<file path="src/rtl/trng_conditioner_pkg.sv">
// trng_pkg: shared types and constants for the TRNG conditioner.
//   trng_state_e      : conditioner FSM states
//   CAUSE_RCT/APT     : bit positions inside alarm_cause
//   DEF_*             : default parameter values
package trng_pkg;

    typedef enum logic [1:0] {
        STARTUP = 2'd0,
        RUN     = 2'd1,
        ALARM   = 2'd2
    } trng_state_e;

    localparam int CAUSE_RCT = 0;
    localparam int CAUSE_APT = 1;

    localparam int DEF_BUF_DEPTH    = 16;
    localparam int DEF_RCT_CUTOFF   = 32;
    localparam int DEF_APT_WINDOW   = 512;
    localparam int DEF_APT_CUTOFF   = 410;
    localparam int DEF_STARTUP_BITS = 1024;

endpackage

</file>
<file path="src/rtl/trng_conditioner_if.sv">
// trng_conditioner_if: sampler, downstream RNG and alarm-control signals of
// the conditioner.
//   raw_bit/raw_valid   : raw sampler strobe
//   trng_next/trng_bit  : one-bit-per-request delivery, bit_avail qualifies
//   ready               : conditioner is delivering (RUN)
//   alarm/alarm_cause   : sticky health-test failure, alarm_clr clears it
// master = environment side, slave = conditioner side.
interface trng_conditioner_if;
    logic       raw_bit;
    logic       raw_valid;
    logic       trng_next;
    logic       alarm_clr;
    logic       trng_bit;
    logic       bit_avail;
    logic       ready;
    logic       alarm;
    logic [1:0] alarm_cause;

    modport master (
        output raw_bit, raw_valid, trng_next, alarm_clr,
        input  trng_bit, bit_avail, ready, alarm, alarm_cause
    );

    modport slave (
        input  raw_bit, raw_valid, trng_next, alarm_clr,
        output trng_bit, bit_avail, ready, alarm, alarm_cause
    );
endinterface

</file>
<file path="src/rtl/trng_conditioner_health_test.sv">
// trng_health_test: continuous repetition-count and adaptive-proportion tests
// on the raw sampler stream.
//   clk, reset_n : clock, async active-low reset
//   raw_bit      : raw sample, qualified by raw_valid
//   raw_valid    : sample strobe
//   clear        : synchronous clear of all test state
//   freeze       : hold all test state (strobes ignored)
//   rct_fail     : pulse, this strobe completes a run of RCT_CUTOFF equal bits
//   apt_fail     : pulse, this strobe closes a window with too many 1s or 0s
// Fail pulses are combinational from the current strobe so the caller can
// register the alarm on the same edge that consumes the failing strobe.
module trng_health_test
    import trng_pkg::*;
#(
    parameter int RCT_CUTOFF = DEF_RCT_CUTOFF,
    parameter int APT_WINDOW = DEF_APT_WINDOW,
    parameter int APT_CUTOFF = DEF_APT_CUTOFF
) (
    input  logic clk,
    input  logic reset_n,
    input  logic raw_bit,
    input  logic raw_valid,
    input  logic clear,
    input  logic freeze,
    output logic rct_fail,
    output logic apt_fail
);
    localparam int AW = $clog2(APT_WINDOW) + 1;
    localparam logic [AW-1:0] WIN      = AW'(APT_WINDOW);
    localparam logic [AW-1:0] WIN_LAST = AW'(APT_WINDOW - 1);
    localparam logic [AW-1:0] CUT      = AW'(APT_CUTOFF);

    logic          strobe;
    logic [7:0]    rct_cnt, rct_cnt_nxt;
    logic          prev_bit;
    logic [AW-1:0] apt_pos, apt_ones, ones_nxt;
    logic          win_end;

    assign strobe = raw_valid & ~freeze;

    always_comb begin
        // rct_cnt == 0 means no previous bit since reset/clear.
        if (rct_cnt == 8'd0 || raw_bit != prev_bit)
            rct_cnt_nxt = 8'd1;
        else if (rct_cnt == 8'hff)
            rct_cnt_nxt = rct_cnt;
        else
            rct_cnt_nxt = rct_cnt + 8'd1;
        ones_nxt = apt_ones + AW'(raw_bit);
        win_end  = (apt_pos == WIN_LAST);
        rct_fail = strobe && (rct_cnt_nxt == 8'(RCT_CUTOFF));
        apt_fail = strobe && win_end && ((ones_nxt >= CUT) || ((WIN - ones_nxt) >= CUT));
    end

    always_ff @(posedge clk or negedge reset_n) begin
        if (!reset_n) begin
            rct_cnt  <= '0;
            prev_bit <= 1'b0;
            apt_pos  <= '0;
            apt_ones <= '0;
        end else if (clear) begin
            rct_cnt  <= '0;
            prev_bit <= 1'b0;
            apt_pos  <= '0;
            apt_ones <= '0;
        end else if (strobe) begin
            rct_cnt  <= rct_cnt_nxt;
            prev_bit <= raw_bit;
            if (win_end) begin
                apt_pos  <= '0;
                apt_ones <= '0;
            end else begin
                apt_pos  <= apt_pos + AW'(1);
                apt_ones <= ones_nxt;
            end
        end
    end
endmodule

</file>
<file path="src/rtl/trng_conditioner.sv">
// trng_conditioner: health-tests raw ring-oscillator samples, von Neumann
// debiases them and buffers the result for the word-assembling RNG stage.
//   clk, reset_n : clock, async active-low reset
//   bus (slave)  : raw_bit/raw_valid in; trng_next in, trng_bit/bit_avail out;
//                  ready, alarm, alarm_cause out; alarm_clr in
// Any health failure moves to ALARM, flushes the buffer and stops delivery
// until alarm_clr, after which STARTUP_BITS raw bits are tested again.
module trng_conditioner
    import trng_pkg::*;
#(
    parameter int BUF_DEPTH    = DEF_BUF_DEPTH,
    parameter int RCT_CUTOFF   = DEF_RCT_CUTOFF,
    parameter int APT_WINDOW   = DEF_APT_WINDOW,
    parameter int APT_CUTOFF   = DEF_APT_CUTOFF,
    parameter int STARTUP_BITS = DEF_STARTUP_BITS
) (
    input  logic                clk,
    input  logic                reset_n,
    trng_conditioner_if.slave   bus
);
    localparam int PW = $clog2(BUF_DEPTH);
    localparam int CW = $clog2(BUF_DEPTH + 1);

    trng_state_e   state_q, state_d;
    logic [15:0]   su_cnt_q, su_cnt_d;
    logic [1:0]    cause_q, cause_d;
    logic          rct_fail, apt_fail, fail, clear;

    logic          pair_vld_q, pair_bit_q;
    logic          run_strobe, push, do_push, pop;
    logic [BUF_DEPTH-1:0] mem;
    logic [PW-1:0] head_q, tail_q;
    logic [CW-1:0] cnt_q;

    assign clear = (state_q == ALARM) && bus.alarm_clr;
    assign fail  = rct_fail | apt_fail;

    trng_health_test #(
        .RCT_CUTOFF (RCT_CUTOFF),
        .APT_WINDOW (APT_WINDOW),
        .APT_CUTOFF (APT_CUTOFF)
    ) u_health (
        .clk       (clk),
        .reset_n   (reset_n),
        .raw_bit   (bus.raw_bit),
        .raw_valid (bus.raw_valid),
        .clear     (clear),
        .freeze    (state_q == ALARM),
        .rct_fail  (rct_fail),
        .apt_fail  (apt_fail)
    );

    // ---------------- FSM ----------------
    always_comb begin
        state_d  = state_q;
        su_cnt_d = su_cnt_q;
        cause_d  = cause_q;
        case (state_q)
            STARTUP: begin
                if (fail) begin
                    state_d = ALARM;
                    cause_d = cause_q | {apt_fail, rct_fail};
                end else if (bus.raw_valid) begin
                    if (su_cnt_q == 16'(STARTUP_BITS - 1)) begin
                        state_d  = RUN;
                        su_cnt_d = '0;
                    end else begin
                        su_cnt_d = su_cnt_q + 16'd1;
                    end
                end
            end
            RUN: begin
                if (fail) begin
                    state_d = ALARM;
                    cause_d = cause_q | {apt_fail, rct_fail};
                end
            end
            ALARM: begin
                if (bus.alarm_clr) begin
                    state_d  = STARTUP;
                    cause_d  = '0;
                    su_cnt_d = '0;
                end
            end
            default: state_d = STARTUP;
        endcase
    end

    always_ff @(posedge clk or negedge reset_n) begin
        if (!reset_n) begin
            state_q  <= STARTUP;
            su_cnt_q <= '0;
            cause_q  <= '0;
        end else begin
            state_q  <= state_d;
            su_cnt_q <= su_cnt_d;
            cause_q  <= cause_d;
        end
    end

    // ---------------- von Neumann debiaser ----------------
    // A failing strobe is not debiased: it moves us to ALARM and the buffer
    // is flushed on the same edge anyway.
    assign run_strobe = (state_q == RUN) && bus.raw_valid && !fail;
    // Pair 10 -> 1, 01 -> 0: the output is simply the first bit of the pair.
    assign push       = run_strobe && pair_vld_q && (pair_bit_q != bus.raw_bit);

    // Flag is held clear outside RUN so the first RUN strobe is a pair-first.
    always_ff @(posedge clk or negedge reset_n) begin
        if (!reset_n) begin
            pair_vld_q <= 1'b0;
            pair_bit_q <= 1'b0;
        end else if (state_q != RUN) begin
            pair_vld_q <= 1'b0;
        end else if (run_strobe) begin
            pair_vld_q <= ~pair_vld_q;
            if (!pair_vld_q)
                pair_bit_q <= bus.raw_bit;
        end
    end

    // ---------------- bit FIFO ----------------
    assign pop     = bus.trng_next && bus.bit_avail;
    // A pop frees the head slot this edge, so a full FIFO still takes a push.
    assign do_push = push && ((cnt_q != CW'(BUF_DEPTH)) || pop);

    always_ff @(posedge clk) begin
        if (do_push)
            mem[tail_q] <= pair_bit_q;
    end

    always_ff @(posedge clk or negedge reset_n) begin
        if (!reset_n) begin
            head_q <= '0;
            tail_q <= '0;
            cnt_q  <= '0;
        end else if (fail) begin
            head_q <= '0;
            tail_q <= '0;
            cnt_q  <= '0;
        end else begin
            if (do_push) tail_q <= tail_q + PW'(1);
            if (pop)     head_q <= head_q + PW'(1);
            case ({do_push, pop})
                2'b10:   cnt_q <= cnt_q + CW'(1);
                2'b01:   cnt_q <= cnt_q - CW'(1);
                default: cnt_q <= cnt_q;
            endcase
        end
    end

    // ---------------- outputs ----------------
    assign bus.ready       = (state_q == RUN);
    assign bus.alarm       = (state_q == ALARM);
    assign bus.alarm_cause = cause_q;
    assign bus.bit_avail   = bus.ready && (cnt_q != '0);
    assign bus.trng_bit    = bus.bit_avail & mem[head_q];
endmodule

</file>
<file path="src/flat_wrapper.sv">
// flat-port wrapper written by rule: the top's interface ports become plain ports
module trng_conditioner_flat import trng_pkg::*;
#(
    parameter int BUF_DEPTH    = DEF_BUF_DEPTH,
    parameter int RCT_CUTOFF   = DEF_RCT_CUTOFF,
    parameter int APT_WINDOW   = DEF_APT_WINDOW,
    parameter int APT_CUTOFF   = DEF_APT_CUTOFF,
    parameter int STARTUP_BITS = DEF_STARTUP_BITS
)
  (clk, reset_n, bus_raw_bit, bus_raw_valid, bus_trng_next, bus_alarm_clr, bus_trng_bit, bus_bit_avail, bus_ready, bus_alarm, bus_alarm_cause);
  trng_conditioner_if bus_i ();
  input  logic clk;
  input  logic reset_n;
  input wire logic [$bits(bus_i.raw_bit)-1:0] bus_raw_bit;
  input wire logic [$bits(bus_i.raw_valid)-1:0] bus_raw_valid;
  input wire logic [$bits(bus_i.trng_next)-1:0] bus_trng_next;
  input wire logic [$bits(bus_i.alarm_clr)-1:0] bus_alarm_clr;
  output wire logic [$bits(bus_i.trng_bit)-1:0] bus_trng_bit;
  output wire logic [$bits(bus_i.bit_avail)-1:0] bus_bit_avail;
  output wire logic [$bits(bus_i.ready)-1:0] bus_ready;
  output wire logic [$bits(bus_i.alarm)-1:0] bus_alarm;
  output wire logic [$bits(bus_i.alarm_cause)-1:0] bus_alarm_cause;
  assign bus_i.raw_bit = bus_raw_bit;
  assign bus_i.raw_valid = bus_raw_valid;
  assign bus_i.trng_next = bus_trng_next;
  assign bus_i.alarm_clr = bus_alarm_clr;
  assign bus_trng_bit = bus_i.trng_bit;
  assign bus_bit_avail = bus_i.bit_avail;
  assign bus_ready = bus_i.ready;
  assign bus_alarm = bus_i.alarm;
  assign bus_alarm_cause = bus_i.alarm_cause;
  trng_conditioner #(.BUF_DEPTH(BUF_DEPTH), .RCT_CUTOFF(RCT_CUTOFF), .APT_WINDOW(APT_WINDOW), .APT_CUTOFF(APT_CUTOFF), .STARTUP_BITS(STARTUP_BITS)) u_core (.clk(clk), .reset_n(reset_n), .bus(bus_i));
endmodule
</file>
<file path="config.mk">
export PLATFORM = sky130hd
export DESIGN_NAME = trng_conditioner_flat
export DESIGN_NICKNAME = d
export VERILOG_FILES = /design/src/rtl/trng_conditioner_pkg.sv /design/src/rtl/trng_conditioner_if.sv /design/src/rtl/trng_conditioner_health_test.sv /design/src/rtl/trng_conditioner.sv /design/src/flat_wrapper.sv
export SDC_FILE = /design/constraint.sdc
export NUM_CORES = 1
export LEC_CHECK = 0
export CORE_MARGIN = 2
export CORE_UTILIZATION = 50
export CTS_BUF_LIST = sky130_fd_sc_hd__clkbuf_2
export DETAILED_ROUTE_END_ITERATION = 6
export HOLD_SLACK_MARGIN = 0.03
export PLACE_DENSITY = 0.76
export SLEW_MARGIN = 0
export SYNTH_ARGS = -nofsm -noshare
export SYNTH_HDL_FRONTEND = slang
export SYNTH_SLANG_ARGS = --single-unit
export TNS_END_PERCENT = 30
</file>
<file path="constraint.sdc">
create_clock -name clk -period 6 [get_ports clk]
set_input_delay 1.2 -clock clk [delete_from_list [all_inputs] [get_ports clk]]
set_output_delay 1.2 -clock clk [all_outputs]
set_load 0.1 [all_outputs]
</file>
==> impl_metrics.csv <==
group,metric,value,unit
run_status,outcome,"finished, final reports clean",
sta,setup_violations,0,
floorplan,num_rows,36,
grt,antenna_found_initial,0,
worst_setup_path,crit_type,"in -> reg",
yosys,ys.flop_type,"dfrtp_1",
clock_network,clkTransAtPathRegs,0.20,ns
placement,post-place-cells,661,
yosys,avgSynthCellArea,9.375,um^2
worst_setup_path,required,6.40,ns
clock_network,cts_resized,0,
detailed_routing,drtIter0Drc,237,
yosys,yosys_warnings,0,
floorplan,core-area,9774,um^2
sta,tightest_slew,1.064,ns
yosys,yosys.area.top_type,"dfrtp_1",
sta,skew,0.03072,ns
finish,layout.area.seq,2082,um^2
clock_network,cts_setup_buffers,0,
sta,slew_viol_final,0,
detailed_routing,drc,0,
grt,grt_pass1_wl,18550,um
worst_setup_path,path_cells,"clkdlybuf4s50_1 > ha_1 > ha_1 > inv_1 > ha_1 > o21ai_0 > a2111oi_4 > a2111oi_2 > o311ai_1 > o211ai_1 > and3_1 > inv_1 > ha_1 > xor2_1 > ha_1 > o21ai_0 > a21oi_1 > a21oi_1 > xor2_1 > nor2_1 > xnor2_1 > nor2_1",
detailed_routing,via_per_inst,5.956,
worst_setup_path,worstSetupEndpoint,"u_core.cnt_q[4]",
worst_setup_path,slowest_stage,"clkdlybuf4s50_1",
detailed_routing,vias,4032,
pwr,p_leak,0.002267,uW
finish,stdcell_count,677,
yosys,synth_area_leaders,"dfrtp_1 32%, edfxtp_1 9.5%, nand2_1 5.3%",
finish,area_growth,4.639,%
placement,place_area,5194,um^2
finish,antenna_cells,0,
yosys,synth.distinct_cells,70,
grt,grt_max_degree,65,
worst_setup_path,timing.rr.start,"u_core.u_health.apt_ones[0]",
worst_setup_path,path_buf_inv,3,
grt,gr-total-overflow,0,
yosys,seq_area_frac_synth,41.28,%
sta,rsz0062_at_grt,"false",
yosys,syn_inst,538,
clock_network,clkSinkCount,80,
placement,numPortBuffers,11,
worst_setup_path,slowest_delay,0.43,ns
worst_setup_path,path_max_fanout,6,
finish,fin_nets,562,
clock_network,clk_path_buf_depth,2,
detailed_routing,drtPass1Iterations,5,
finish,fillCellCount,885,
finish,fin_area,5278,um^2
worst_setup_path,end_kind,"register",
sta,holdWs,0.5107,ns
pwr,ir_drop,137.6,uV
floorplan,start_util,51.60,%
placement,place.gp.congestion,0.8583,
worst_setup_path,r2r_end,"u_core.cnt_q[4]",
detailed_routing,postRouteWirelength,10550,um
sta,maxSlewHeadroom,28.57,%
sta,min_period_over_period,86.32,%
sta,hold_viol,0,
worst_setup_path,worst_setup_path_start_kind,"primary input",
worst_setup_path,cp_top_family,"compound AO/OA/AOI/OAI gates",
yosys,synth_nets,561,
sta,layout_min_cycle_time,5.179,ns
floorplan,pin_count,12,
job,maxCapViolCount,0,
finish,drive_gt1_share,9.559,%
detailed_routing,wire_per_inst,15.58,um
clock_network,hold_buffers,0,
yosys,async_flop_share,80.00,%
grt,grt_pass1_vias,3965,
floorplan,die_y,104.4,um
clock_network,cts_made_buffers,9,
min_path,hold_class,"reg -> reg",
worst_setup_path,r2r_setup_slack,1.54,ns
placement,dp_hpwl,7342,um
clock_network,clock_latency,0.53,ns
worst_setup_path,critical_path.startpoint,"bus_raw_bit",
pwr,power_density,231.2,nW/um^2
worst_setup_path,arrival,5.58,ns
worst_setup_path,cp.depth,22,
grt,track_usage,20.51,%
worst_setup_path,ff2ff_path_depth,21,
clock_network,tritoncts,"built",
yosys,synth_top_area_share,31.75,%
yosys,synth_area,5044,um^2
finish,multi_input_area,2728,um^2
yosys,synth_edf_count,16,
worst_setup_path,crit_path_frequent_cell,"ha_1",
yosys,ys_ff_latch,80,
sta,max_freq,193.1,MHz
clock_network,htreeDepth,3,
clock_network,clock_tree.root_cell,"clkbuf_2",
floorplan,dieArea,10910,um^2
sta,fin_setup_tns,0,ns
detailed_routing,postRouteAntennaNets,0,
floorplan,chipWidth,104.4,um
power by group:
part           leakage [uW]  total [uW]  switching, uW  internal, uW
clock network     0.0000599         246            192          54.0
registers           0.00104         678           74.3           604
logic               0.00117         296            172           124
synthesized netlist by cell type (4+ instances only):
cell and n:
nor3_1 5, nand4_1 10, buf_6 6, nand3_1 13, ha_1 17, a31oi_1 4, nand2_1 71, and2_1 8
dfrtp_1 64, o21a_1 5, edfxtp_1 16, mux2i_1 5, o31ai_1 24, mux4_2 5, xor2_1 14, xnor2_1 10
nor2_1 43, buf_2 8, a21oi_1 33, nor4_1 6, clkbuf_1 8, o21ai_0 47, and3_1 27, nand4b_1 4
inv_1 17
worst register-to-register path, cell delays in order, from the launching register on:
cell and delay, ns:
dfrtp_1 0.43, ha_1 0.24, ha_1 0.42, inv_1 0.09, ha_1 0.33, o21ai_0 0.30, a2111oi_4 0.06, a2111oi_2 0.38
o311ai_1 0.21, o211ai_1 0.16, and3_1 0.21, inv_1 0.07, ha_1 0.20, xor2_1 0.15, ha_1 0.23, o21ai_0 0.15
a21oi_1 0.11, a21oi_1 0.20, xor2_1 0.17, nor2_1 0.07, xnor2_1 0.13, nor2_1 0.05
how the worst min path moves through the flow:
stage                          startpoint  cells past startpoint                         end
2_1_floorplan  u_core.u_health.apt_pos[9]                      1  u_core.u_health.apt_pos[9]
3_3_place_gp   u_core.u_health.apt_pos[9]                      1  u_core.u_health.apt_pos[9]
3_5_place_dp   u_core.u_health.apt_pos[9]                      1  u_core.u_health.apt_pos[9]
4_1_cts        u_core.u_health.apt_pos[9]                      1  u_core.u_health.apt_pos[9]
5_1_grt        u_core.u_health.apt_pos[9]                      1  u_core.u_health.apt_pos[9]
6_report       u_core.u_health.apt_pos[9]                      1  u_core.u_health.apt_pos[9]
cells in the final DEF, fill, tap and decap left out, types with 3 or more instances in the layout:
cell,count
nand2_1,71
dfrtp_1,64
o21ai_0,46
nor2_1,43
a21oi_1,33
and3_1,27
o31ai_1,24
inv_1,17
ha_1,17
edfxtp_1,16
xor2_1,14
nand3_1,13
nand4_1,10
xnor2_1,10
clkbuf_2,10
clkdlybuf4s50_1,10
and2_1,8
nor4_1,6
buf_4,6
o21a_1,5
nor3_1,5
mux2i_1,5
mux4_2,5
nand4b_1,4
a31oi_1,4
nor2b_1,3
and4_1,3
xnor2_2,3
o211ai_1,3
or2_2,3
a22o_1,3
o41ai_1,3
metal layers:
metal | vias up | GRT usage (%) | routed length, um
li1 | 1961 | - | -
met1 | 1974 | 28.62 | 5037
met2 | 85 | 32.59 | 4954
met3 | 12 | 3.321 | 445
met4 | 0 | 6.853 | 110
met5 | - | 0 | 0
metrics by stage:
| stage | setup slack (ns) | power, uW | util [%] |
|---|---|---|---|
| after global placement | 0.4489 | 965.7 | 53.14 |
| final | 0.8211 | 1220 | 53.99 |
| after floorplan | 0.4542 | 913.1 | - |
| after CTS | 0.8700 | 1224 | 53.99 |
| after global routing | 0.5383 | 1304 | 53.99 |
| after detailed placement | 0.2917 | 982.1 | 53.14 |
flip-flops by register name (all words and copies together), names as in the netlist:
register and count:
u_core.bus.alarm_cause 2, u_core.cnt_q 5, u_core.head_q 4, u_core.mem 16
u_core.pair_bit_q 1, u_core.pair_vld_q 1, u_core.state_q 2, u_core.su_cnt_q 16
u_core.tail_q 4, u_core.u_health.apt_ones 10, u_core.u_health.apt_pos 10, u_core.u_health.prev_bit 1
u_core.u_health.rct_cnt 8
final cells by class:
type,count,share of cell area [%]
multi-input combinational,413,51.68
clock buffer,10,0.9483
inverter,18,1.280
tap,133,3.153
timing repair buffer,17,2.845
clock inverter,6,0.6401
sequential,80,39.45
logic make-up after synthesis:
logic type	share of synthesized area, %
compound gates	18.43
xor+xnor	5.458
fa+ha+maj	4.217
buf+inv	4.639
flops	41.28
mux	3.448
simple gates	22.53
No activity file was read; power rests on OpenSTA's default activity.
